## src/rtl/multiplier_16_bit_seq.sv

```systemverilog
`default_nettype none
// ============================================================================
//  Module      : multiplier_16_bit_seq
//  Description : Iterative unsigned 16x16->32 shift-add multiplier. Uses an
//                external 16-bit ripple adder via the Add_* ports and
//                registers its sum/carry each iteration. Busy is high while
//                iterating. Done pulses for one cycle when Product is valid.
//  Revision    : 1.0 - initial release
// ============================================================================
module multiplier_16_bit_seq (
    input  logic        clk,
    input  logic        rst,
    input  logic        Start,
    input  logic [15:0] A,
    input  logic [15:0] B,
    output logic [15:0] Add_A,
    output logic [15:0] Add_B,
    output logic        Add_Cin,
    input  logic [15:0] Add_S,
    input  logic        Add_Cout,
    output logic        Busy,
    output logic        Done,
    output logic [31:0] Product,
    output logic        Overflow
);

    localparam logic [1:0] S_IDLE = 2'd0;
    localparam logic [1:0] S_RUN  = 2'd1;
    localparam logic [1:0] S_DONE = 2'd2;

    localparam logic [4:0] C_LAST_ITER = 5'd15;

    logic [1:0]  state_q,    state_d;
    logic [15:0] m_q,        m_d;
    logic [15:0] p_hi_q,     p_hi_d;
    logic [15:0] p_lo_q,     p_lo_d;
    logic [4:0]  cnt_q,      cnt_d;
    logic [31:0] product_q,  product_d;
    logic        overflow_q, overflow_d;

    // Adder operands come straight from the registers; the multiplicand is
    // only added in when the current low multiplier bit is set.
    assign Add_A   = p_hi_q;
    assign Add_B   = p_lo_q[0] ? m_q : 16'h0000;
    assign Add_Cin = 1'b0;

    assign Busy     = (state_q == S_RUN);
    assign Done     = (state_q == S_DONE);
    assign Product  = product_q;
    assign Overflow = overflow_q;

    // Next-state logic: load on Start, shift the {carry, sum, P_lo} window
    // right by one each RUN cycle, and latch the result on the last step.
    always_comb begin
        state_d    = state_q;
        m_d        = m_q;
        p_hi_d     = p_hi_q;
        p_lo_d     = p_lo_q;
        cnt_d      = cnt_q;
        product_d  = product_q;
        overflow_d = overflow_q;
        case (state_q)
            S_IDLE: begin
                if (Start) begin
                    m_d     = A;
                    p_lo_d  = B;
                    p_hi_d  = 16'h0000;
                    cnt_d   = 5'd0;
                    state_d = S_RUN;
                end
            end
            S_RUN: begin
                // Carry-out becomes the new MSB so no product bit is lost.
                p_hi_d = {Add_Cout, Add_S[15:1]};
                p_lo_d = {Add_S[0], p_lo_q[15:1]};
                cnt_d  = cnt_q + 5'd1;
                if (cnt_q == C_LAST_ITER) begin
                    product_d  = {p_hi_d, p_lo_d};
                    overflow_d = |p_hi_d;
                    state_d    = S_DONE;
                end
            end
            S_DONE: begin
                state_d = S_IDLE;
            end
            default: begin
                state_d = S_IDLE;
            end
        endcase
    end

    // State registers with synchronous active-high reset.
    always_ff @(posedge clk) begin
        if (rst) begin
            state_q    <= S_IDLE;
            m_q        <= 16'h0000;
            p_hi_q     <= 16'h0000;
            p_lo_q     <= 16'h0000;
            cnt_q      <= 5'd0;
            product_q  <= 32'h0000_0000;
            overflow_q <= 1'b0;
        end else begin
            state_q    <= state_d;
            m_q        <= m_d;
            p_hi_q     <= p_hi_d;
            p_lo_q     <= p_lo_d;
            cnt_q      <= cnt_d;
            product_q  <= product_d;
            overflow_q <= overflow_d;
        end
    end

endmodule
`default_nettype wire

```

## config.mk

```make
export PLATFORM = sky130hd
export DESIGN_NAME = multiplier_16_bit_seq
export DESIGN_NICKNAME = d
export VERILOG_FILES = /design/src/rtl/multiplier_16_bit_seq.sv
export SDC_FILE = /design/constraint.sdc
export NUM_CORES = 1
export LEC_CHECK = 0
export ABC_CLOCK_PERIOD_IN_PS = 4500
export CORE_MARGIN = 2
export CORE_UTILIZATION = 49
export CTS_CLUSTER_DIAMETER = 200
export DETAILED_ROUTE_END_ITERATION = 10
export PLACE_DENSITY_LB_ADDON = 0.12
export SLEW_MARGIN = 20
export SYNTH_ARGS = -nofsm -noshare
export SYNTH_HDL_FRONTEND = slang
export SYNTH_SLANG_ARGS = --single-unit
```

## constraint.sdc

```tcl
create_clock -name clk -period 4.5 [get_ports clk]
set_clock_uncertainty 0.1 [all_clocks]
set_input_delay 0.9 -clock clk [delete_from_list [all_inputs] [get_ports clk]]
set_output_delay 0.9 -clock clk [all_outputs]
set_load 0.02 [all_outputs]
```

# == Word level (Yosys, flattened, before mapping) ==
# Cells that the tools add are included.
# word_totals
mem_bits_ro,0
register_bits,88
output_inout_bits,68
input_bits,52
ram_bits,0
elab_cells,30
latchBits,0
memories,0
# op_classes
n_bitwise,0
order_cmp,0
n_shift,0
div_mod_pow,0
n_eq_ne,5
n_reduce_logical,7
addsub,1
multipliers,0
muxes,10
# op_table
operator,count
16-bit one-hot mux with 2 select lines,2
16-bit 2-to-1 mux,3
16-bit OR reduction,1
5-bit one-hot mux with 2 select lines,1
2-bit AND reduction,4
"5-bit by 1-bit adder with 5-bit output, second input constant",1
"5-bit by 4-bit equality test with 1-bit output, second input constant",1
5-bit 2-to-1 mux,1
2-bit 2-to-1 mux,2
2-bit one-hot mux with 2 select lines,1
"2-bit by 1-bit equality test with 1-bit output, second input constant",1
"2-bit equality test, second input constant",1
2-bit zero test,1
"2-bit by 1-bit inequality test with 1-bit output, second input constant",1
"2-bit inequality test, second input constant",1
2-bit nonzero test,1

# == Logic depth before layout (Yosys ltp) ==
# Gate-level depths: netlist of the first run.
# logic_depth
ltp_word,3
ltp_mapped,8
mapped_depth_nobuf,6

# == Worst setup path before layout of the first run ==
# OpenSTA, ideal clock, no wires.
# synth_timing
kind,flip-flop to output port
startpoint,reg state_q[1]
endpoint,out Busy
path_stages_with_launch,6
arrival_time_ns,1.011
path_buffers,3
setup_slack_ns,2.489
required_ns,3.500
path_cell_list,dfxtp_1 nand2b_4 buf_6 clkinv_2 buf_4 buf_4
# synth_between
elab_chain_len,1
# synth_rtl
element,line,rtl
"start, declared",33,"logic [1:0] state_q, state_d;"
"start signal, assigned",103,state_q <= state_d;
2-bit by 1-bit equality test with 1-bit output,47,assign Busy = (state_q == S_RUN);
"end, declared",21,"output logic Busy,"
# No other way between the ends.

# == Worst setup path in the final report of the first run ==
# Same ends and word-level chain as after synthesis.

==> results by group, run 1 <==
STA
  – Final hold violation count: 0
  – Setup TNS Final: 0 ns
  – Min Clock Period, post-route: 3.472 ns
  – Max Clock Freq: approximately 290 MHz
  – Slew at the pin closest to its max-slew limit: approximately 1 ns
  – Max transition margin: 34.28%
  – Tcrit/Tclk final: 77.16%
  – Post-route setup slack: around 1.0 ns
  – RSZ-0062 raised after global routing: no
  – Max Slew Vio Count: 0
  – Final setup violation count: 0

Synthesis
  – Main combinational cell family by area after synthesis: simple AND/OR/NAND/NOR gates
  – Compound-Gate Fraction of Synth Area: between 10% and 20%
  – Post-Synth Adder-Cell Area: less than 1%
  – Number of synthesized flops with an enable pin: 0
  – YS warnings: 0
  – Synth Area in Simple Gates: 26.89%
  – Cell variety after synth: 31
  – Multiplexer share of the synthesized area: 0%
  – Synth Instances: between 400 and 500
  – Cell Area, Synth: between 3000 and 4000 um^2
  – Syn Nets: 490
  – FF+latch count, synth: between 80 and 90
  – Sequential area share after synthesis: roughly half
  – Primary FF master, synth: dfxtp_1
  – Fraction of registers with async set/reset: 0%
  – Syn Area/Cell: around 8.0 um^2
  – XOR/XNOR Fraction of Synth Area: 0%

Setup path
  – Kind of critical path: reg -> out
  – Crit end category: primary output
  – R2r endpoint: Overflow$_SDFFE_PP0P_
  – Reg-to-reg startpoint: cnt_q[0]$_SDFFE_PP0P_
  – Crit path capture: Busy
  – Worst Path Max Fanout: 39
  – Count of buffer and inverter cells on the critical path: 2
  – Critical path origin: state_q[1]$_SDFFE_PP0P_
  – Element type at the critical path start: flop
  – R2R cell count: 7
  – Critical path, cell by cell: nand2b_4, clkinv_2, clkdlybuf4s50_1
  – Crit path largest cell delay: 0.70 ns
  – Critical Path RT: around 3.5 ns
  – Worst EP arrival: 2.47 ns
  – Critical Path Stages: 3
  – Crit path max-delay family: buffers and inverters
  – Slowest CP cell: clkdlybuf4s50_1
  – R2R setup slack: 2.16 ns

CTS
  – Post-CTS setup buffers: 0
  – Hold buffer count at CTS: 0
  – Max Root-Sink Buffers: 2
  – Clock slew seen by the registers of the worst setup and hold paths: approximately 0.080 ns
  – CTS Buf Count: 9
  – Clk root buf: clkbuf_8
  – CTS tree: done
  – Worst skew pair latency: roughly 0.34 ns
  – Resized cells post-CTS: 0
  – Htree depth: 3
  – Clock Sinks: just under 90

Final layout
  – Commonest non-fill, non-tap cells in the layout: nand2_1 (146), clkdlybuf4s50_1 (117), dfxtp_1 (88), a21oi_1 (67)
  – Commonest non-fill, non-tap cell in the layout: nand2_1
  – Area Overhead vs Synth: 37.86%
  – Final cell count without fillers: 632
  – Antenna diodes: 0
  – Final net count: 585
  – Fraction of layout cells with a size suffix above 1: a little over 5%
  – Fill cell count: 573

Die
  – Initial Util: about half
  – Core ar.: between 6000 and 7000 um^2
  – FP Rows: 30
  – Die Y: between 80 and 90 um
  – IO Pins: between 100 and 150
  – Chip width: between 80 and 90 um
  – Die area: 7834 um^2

Global route
  – Largest net degree at the start of global routing: 46
  – Met2 Track Usage GR: approximately a third
  – GRT Total Usage: about 22%
  – Most Crowded Layer GR: met2
  – Initial antenna violation count: 0
  – First-pass GRT wire length: roughly 14000 um
  – Total congestion overflow: 0
  – Met1 GRT Util: between 20% and 30%
  – Number of global-route vias before repair: between 2000 and 3000
  – Met3 global-route usage: approximately 7.5%

Power
  – PwrDens: roughly 340 nW/um^2
  – Pleak: 1.696 nW
  – Peak supply drop: roughly 0.00016 V

Route
  – Total routed wirelength: 8478 um
  – Avg WL per Cell: around 13 um
  – Final ANT Viol Nets: 0
  – Vias/cell: ~5.1
  – DR vias: 3242
  – DR iter-0 viols: 145
  – Drt drc: 0
  – Drt pass-1 iters: 4

Outcome
  – Status: completed

Flow run
  – MaxCap Viol Count: 0

Placement
  – RD Place Congestion: ~0.80
  – Placed wire-length estimate: between 5000 and 6000 um
  – Port Buffer Count: roughly 120
  – Placed insts: 616
  – Worst slack at placement: about 1.4 ns

Min path
  – Hold Crit Class: reg -> reg
## final cells by class
cell class,count,area (um^2),area share (%)
Clock buffer,10,137.6,2.853
Clock inverter,6,92.59,1.919
Inverter,2,8.758,0.1815
Multi-Input combinational cell,309,1505,31.20
Sequential cell,88,1762,36.51
Tap cell,96,120.1,2.490
Timing Repair Buffer,121,1199,24.84
## synth_stat cells, types with 2 or more instances
cell type,instances,area [um^2]
nand2_1,146,548.0
dfxtp_1,88,1762
a21oi_1,67,335.3
nand3_1,19,95.09
nor2_1,19,71.32
a311oi_1,17,148.9
and2_1,16,100.1
buf_2,14,70.07
clkbuf_1,10,37.54
buf_4,8,60.06
buf_6,5,56.30
nor4_1,4,25.02
a211oi_1,2,15.01
ha_1,2,25.02
nand3b_1,2,15.01
or3b_1,2,17.52
## worst min-delay path: stages, from the launching register on
cell     delay, ns
dfxtp_1       0.31
nand2_1       0.05
a21oi_1       0.05
## layer usage
metal	vias up	part of all wire (%)
met5	-	0
met4	0	0.80
met3	10	7.1
met2	90	48
met1	1502	44
li1	1640	-
## how the worst min path moves through the flow
stage	start	end	slack, ns	cells past startpoint
after floorplan	m_q[0]$_SDFFE_PP0P_	m_q[0]$_SDFFE_PP0P_	0.33	2
after CTS	m_q[11]$_SDFFE_PP0P_	m_q[11]$_SDFFE_PP0P_	0.36	2
final	Product[4]$_SDFFE_PP0P_	Product[4]$_SDFFE_PP0P_	0.35	2
after global routing	Product[9]$_SDFFE_PP0P_	Product[9]$_SDFFE_PP0P_	0.38	2
after global placement	m_q[15]$_SDFFE_PP0P_	m_q[15]$_SDFFE_PP0P_	0.34	2
after detailed placement	m_q[11]$_SDFFE_PP0P_	m_q[11]$_SDFFE_PP0P_	0.34	2
## state kept, by name, indices dropped and copies added (netlist names)
| name | count |
|---|---|
| m_q | 16 |
| Overflow | 1 |
| p_lo_q | 16 |
| Product | 32 |
| cnt_q | 5 |
| Add_A | 16 |
| state_q | 2 |
## through the flow
step / hold WS (ns) / power [W] / utilization (%) / cell area (um^2)
CTS: 0.3559 / 0.001641 / 70.24 / 4825
global placement: 0.3372 / 0.001035 / 66.89 / 4594
global route: 0.3750 / 0.001704 / 70.24 / 4825
finish: 0.3540 / 0.001625 / 70.24 / 4825
floorplan: 0.3317 / 0.0009611 / - / 3500
detailed placement: 0.3445 / 0.001039 / 66.89 / 4594
## report_power, final
part	total, W	internal [W]	switching (W)	leakage (nW)
logic	0.000189	0.0000881	0.000101	0.870
clock network	0.000602	0.000330	0.000273	0.109
registers	0.000834	0.000810	0.0000241	0.718
## kinds of logic after synthesis
| logic type | count (synthesis) |
|---|---|
| compound gates | 90 |
| buf+inv | 39 |
| flops | 88 |
| simple gates | 216 |
| other cells | 1 |
| fa+ha+maj | 2 |
Note: power is estimated with default switching activity, not from simulation.
==> inputs of run 2 (changes only) <==
ABC_CLOCK_PERIOD_IN_PS = 3600   (was 4500)
CORE_UTILIZATION = 45   (was 49)
clock period = 3.6 ns   (was 4.5 ns; I/O delays follow)
==> run 2 against run 1 <==
Register-to-register slack worse by 0.76 ns. Utilization decreased by 7.4 points. Critical endpoint unchanged. Total power grew 20%. Clock power increased by 11%. Via count fell by 1.3%. Sequential cell count did not move. First-iteration DRC count fell by 13%. Worst setup slack worse by 0.14 ns. Final cell count increased by 1.1%.
==> results by group, run 2 (same netlist as run 1, synthesis figures left out) <==
Setup path
  – Crit path max-delay family: buffers and inverters
  – Critical Path RT: about 2.8 ns
  – Slowest CP cell: clkdlybuf4s50_1
  – Count of buffer and inverter cells on the critical path: 2
  – Kind of critical path: reg -> out
  – Worst EP arrival: 1.89 ns
  – Crit end category: primary output
  – Critical path, cell by cell: nand2b_4, clkinv_2, clkdlybuf4s50_1
  – Element type at the critical path start: flop
  – Crit path largest cell delay: roughly 0.55 ns
  – Worst Path Max Fanout: 36

Final layout
  – Area Overhead vs Synth: 37.36%
  – Final instance area: just under 5000 um^2
  – Final Util: between 60 and 70%
  – Final cell count without fillers: 639
  – Antenna diodes: 0
  – Max FFs per register: 32
  – Final net count: about 590
  – Fraction of layout cells with a size suffix above 1: under 10%
  – Commonest non-fill, non-tap cells in the layout: nand2_1 (146), clkdlybuf4s50_1 (117), dfxtp_1 (88), a21oi_1 (67)
  – Commonest non-fill, non-tap cell in the layout: nand2_1

Route
  – Total routed wirelength: 8282 um
  – Avg WL per Cell: about 13 um
  – DR iter-0 viols: ~130
  – DR vias: 3200
  – Drt drc: 0
  – Drt pass-1 iters: 4
  – Vias/cell: 5.008
  – Final ANT Viol Nets: 0

Die
  – Chip width: between 90 and 100 um
  – Initial Util: a little under half
  – Core ar.: about 7600 um^2
  – IO Pins: 120
  – FP Rows: 32
  – Die Y: 92.19 um
  – Die area: between 8000 and 9000 um^2

Flow run
  – MaxCap Viol Count: 0

STA
  – Max Slew Vio Count: 0
  – Slew at the pin closest to its max-slew limit: 0.9416 ns
  – Final setup violation count: 0
  – Final hold violation count: 0
  – Tcrit/Tclk final: approximately three quarters
  – Max transition margin: between 30 and 40%
  – Setup TNS Final: 0 ns
  – Min Clock Period, post-route: roughly 2.7 ns
  – Max Clock Freq: about 370 MHz
  – RSZ-0062 raised after global routing: no

Placement
  – Area after DPL: around 4600 um^2
  – Placed insts: 623
  – RD Place Congestion: 0.7819
  – Placed wire-length estimate: 5468 um
  – Port Buffer Count: between 100 and 150

Power
  – Pleak: between 1.5 and 2 nW
  – PwrDens: a little over 400 nW/um^2
  – Peak supply drop: 0.0002691 V
  – Final Power: a little under 0.002 W

CTS
  – Clock slew seen by the registers of the worst setup and hold paths: roughly 0.070 ns
  – Htree depth: 3
  – Post-CTS setup buffers: 0
  – Resized cells post-CTS: 0
  – Worst skew pair latency: between 0.3 and 0.4 ns
  – CTS Buf Count: 9
  – Clk root buf: clkbuf_8
  – CTS tree: done
  – Hold buffer count at CTS: 0
  – Clock Sinks: between 80 and 90
  – Max Root-Sink Buffers: 2

Global route
  – Total congestion overflow: 0
  – First-pass GRT wire length: between 10000 and 15000 um
  – GRT Total Usage: 19.85%
  – Number of global-route vias before repair: 2834
  – Initial antenna violation count: 0
  – Largest net degree at the start of global routing: 89

Min path
  – Hold Crit Class: reg -> reg

Outcome
  – Status: completed
==> run 2: final timing paths <==
path	slack (ns)	start	cells past startpoint	to
max reg2reg	1.40	cnt_q[0]$_SDFFE_PP0P_	7	Overflow$_SDFFE_PP0P_
min reg2reg	0.35	m_q[15]$_SDFFE_PP0P_	2	m_q[15]$_SDFFE_PP0P_
min	0.35	m_q[15]$_SDFFE_PP0P_	2	m_q[15]$_SDFFE_PP0P_
max	0.89	state_q[1]$_SDFFE_PP0P_	3	Busy
==> run 2: through the flow <==
stage	hold WS [ns]	worst slack, ns
6_report	0.3517	0.8859
5_1_grt	0.3720	0.7789
4_1_cts	0.3549	0.8582
3_5_place_dp	0.3435	0.9019
3_3_place_gp	0.3375	0.9474
2_1_floorplan	0.3317	1.769
==> run 2: cell type report <==
type / count / area (um^2)
Inverter: 2 / 8.758
Clock inverter: 5 / 56.30
Multi-Input combinational cell: 309 / 1505
Clock buffer: 11 / 141.4
Sequential cell: 88 / 1762
Tap cell: 102 / 127.6
Fill cell: 697 / 2840
Timing Repair Buffer: 122 / 1206
==> run 2: report_power, final <==
part | internal [W] | switching (W) | total, W
sequential | 0.00101 | 0.0000297 | 0.00104
clock | 0.000339 | 0.000330 | 0.000669
combinational | 0.000111 | 0.000125 | 0.000237
total | 0.00146 | 0.000485 | 0.00195
==> run 2: per-layer routing <==
metal / part of all wire, % / GRT usage, % / up-vias
li1: - / - / 1639
met1: 46 / 27.20 / 1465
met2: 45 / 30.27 / 89
met3: 7.7 / 5.916 / 7
met4: 0.93 / 5.970 / 0
met5: 0 / 0 / -
==> run 2: tightest hold or removal path: cells and delay by family (launching register included) <==
family / cells / cell delay, ns
compound gates: 1 / 0.05
flops: 1 / 0.31
simple gates: 1 / 0.05
==> inputs of run 3 (changes only) <==
ABC_CLOCK_PERIOD_IN_PS = 2400   (was 3600)
CORE_UTILIZATION = 41   (was 45)
clock period = 2.4 ns   (was 3.6 ns; I/O delays follow)
==> run 3 against run 2 <==
Global-route usage shrank 0.87 points. Worst setup slack worse by 0.66 ns. Highest routed layer unchanged. Register-to-register slack worse by 0.83 ns. Utilization decreased by 3.9 points. Non-clock buffer count up 7. Die area up 9.3%. Via count up 1.2%. Final cell count is 1.4% higher.
==> results by group, run 3 (same netlist as run 1, synthesis figures left out) <==
Outcome
  – Status: completed

Global route
  – Total congestion overflow: 0
  – GRT Total Usage: 18.98%
  – First-pass GRT wire length: ~14000 um
  – Number of global-route vias before repair: approximately 3000
  – Initial antenna violation count: 0
  – Largest net degree at the start of global routing: slightly below 90

Power
  – Pleak: around 1.7 nW
  – Final Power: ~0.0029 W
  – Peak supply drop: 0.0003145 V
  – PwrDens: approximately 600 nW/um^2

Final layout
  – Antenna diodes: 0
  – Fraction of layout cells with a size suffix above 1: between 5 and 6%
  – Area Overhead vs Synth: 39.08%
  – Final net count: about 600
  – Commonest non-fill, non-tap cell in the layout: nand2_1
  – Max FFs per register: 32
  – Final Util: just under 60%
  – Commonest non-fill, non-tap cells in the layout: nand2_1 (146), clkdlybuf4s50_1 (117), dfxtp_1 (87), a21oi_1 (67)

Die
  – Core ar.: a little over 8000 um^2
  – FP Rows: 33
  – Die Y: 96.39 um
  – IO Pins: 120
  – Initial Util: between 40% and 50%
  – Chip width: just under 100 um
  – Die area: 9291 um^2

Route
  – Vias/cell: roughly 5.0
  – Final ANT Viol Nets: 0
  – Drt drc: 0
  – DR vias: between 3000 and 4000
  – Total routed wirelength: between 8000 and 9000 um
  – Drt pass-1 iters: 4
  – Avg WL per Cell: between 10 and 15 um
  – DR iter-0 viols: 130

Setup path
  – Critical path, cell by cell: and2_1, clkdlybuf4s50_1
  – Element type at the critical path start: flop
  – Worst EP arrival: around 1.6 ns
  – Crit path largest cell delay: roughly 0.62 ns
  – Kind of critical path: reg -> out
  – Crit path max-delay family: buffers and inverters
  – Count of buffer and inverter cells on the critical path: 1
  – Critical Path RT: around 1.8 ns
  – Slowest CP cell: clkdlybuf4s50_1
  – Crit end category: primary output
  – Worst Path Max Fanout: 17

Placement
  – Placed wire-length estimate: between 5000 and 6000 um
  – RD Place Congestion: 0.8038
  – Port Buffer Count: ~120

STA
  – Slew at the pin closest to its max-slew limit: between 0.4 and 0.5 ns
  – Min Clock Period, post-route: approximately 2.2 ns
  – Max Slew Vio Count: 0
  – Setup TNS Final: 0 ns
  – Final hold violation count: 0
  – Final setup violation count: 0
  – Max Clock Freq: between 400 and 500 MHz
  – Max transition margin: 66.78%
  – Tcrit/Tclk final: ~90%
  – RSZ-0062 raised after global routing: no

CTS
  – Clk root buf: clkbuf_8
  – Max Root-Sink Buffers: 2
  – Worst skew pair latency: roughly 0.33 ns
  – CTS tree: done
  – CTS Buf Count: 9
  – Htree depth: 3
  – Post-CTS setup buffers: 0
  – Clock slew seen by the registers of the worst setup and hold paths: about 0.080 ns
  – Clock Sinks: between 80 and 90

Flow run
  – MaxCap Viol Count: 0

Min path
  – Hold Crit Class: reg -> reg
-- run 3: cell types whose count changed in the layout (fill, tap and decap cells not counted), sizes merged --
cell and change:
clkinv -2, clkbuf +1, buf +7
-- run 3: repair_timing --
action / in CTS / in global routing
setup endpoints to repair: 0 / 12
resized for setup: 0 / 1
hold buffers: 0 / 0
-- run 3: cell type report --
type                    instances  area [um^2]
flip-flops and latches         88         1763
multi-input cells             309         1505
fillers                       794         3391
clock inverters                 3        42.54
clock buffers                  12        145.1
repair buffers                129         1271
well taps                     105        131.4
inverters                       2        8.758
-- run 3: tightest hold or removal path, stage by stage, from the launching register on --
cell     delay [ns]
dfxtp_1        0.31
nand2_1        0.05
a21oi_1        0.05
-- run 3: per-layer routing --
metal | GRT usage (%) | vias up | share of wire (%)
li1 | - | 1652 | -
met1 | 24.08 | 1497 | 45
met2 | 31.60 | 83 | 47
met3 | 5.431 | 7 | 6.7
met4 | 5.282 | 0 | 0.94
met5 | 0 | - | 0
-- run 3: where the power goes --
group / internal (W) / switching (W) / leakage (nW)
clock network: 0.000504 / 0.000484 / 0.0925
registers: 0.00152 / 0.0000437 / 0.718
logic: 0.000177 / 0.000189 / 0.913
total: 0.00220 / 0.000716 / 1.72
-- run 3: path summary, 6_finish.rpt --
| kind | slack (ns) | to | from | depth (start not counted) |
|---|---|---|---|---|
| setup reg to reg | 0.57 | Overflow$_SDFFE_PP0P_ | cnt_q[0]$_SDFFE_PP0P_ | 7 |
| hold reg to reg | 0.35 | m_q[10]$_SDFFE_PP0P_ | m_q[10]$_SDFFE_PP0P_ | 2 |
| hold / removal | 0.35 | m_q[10]$_SDFFE_PP0P_ | m_q[10]$_SDFFE_PP0P_ | 2 |
| setup / recovery | 0.23 | Add_B[0] | p_lo_q[0]$_SDFFE_PP0P_ | 2 |
-- run 3: through the flow --
step                setup slack, ns  instance area (um^2)  hold slack (ns)  std cells
finish                       0.2302                  4867           0.3528        648
CTS                         0.03649                  4866           0.3555        648
floorplan                    0.6821                  3500           0.3317        436
global route                 0.1197                  4867           0.3703        648
detailed placement           0.3478                  4678           0.3439        633
global placement             0.3524                  4678           0.3366        633
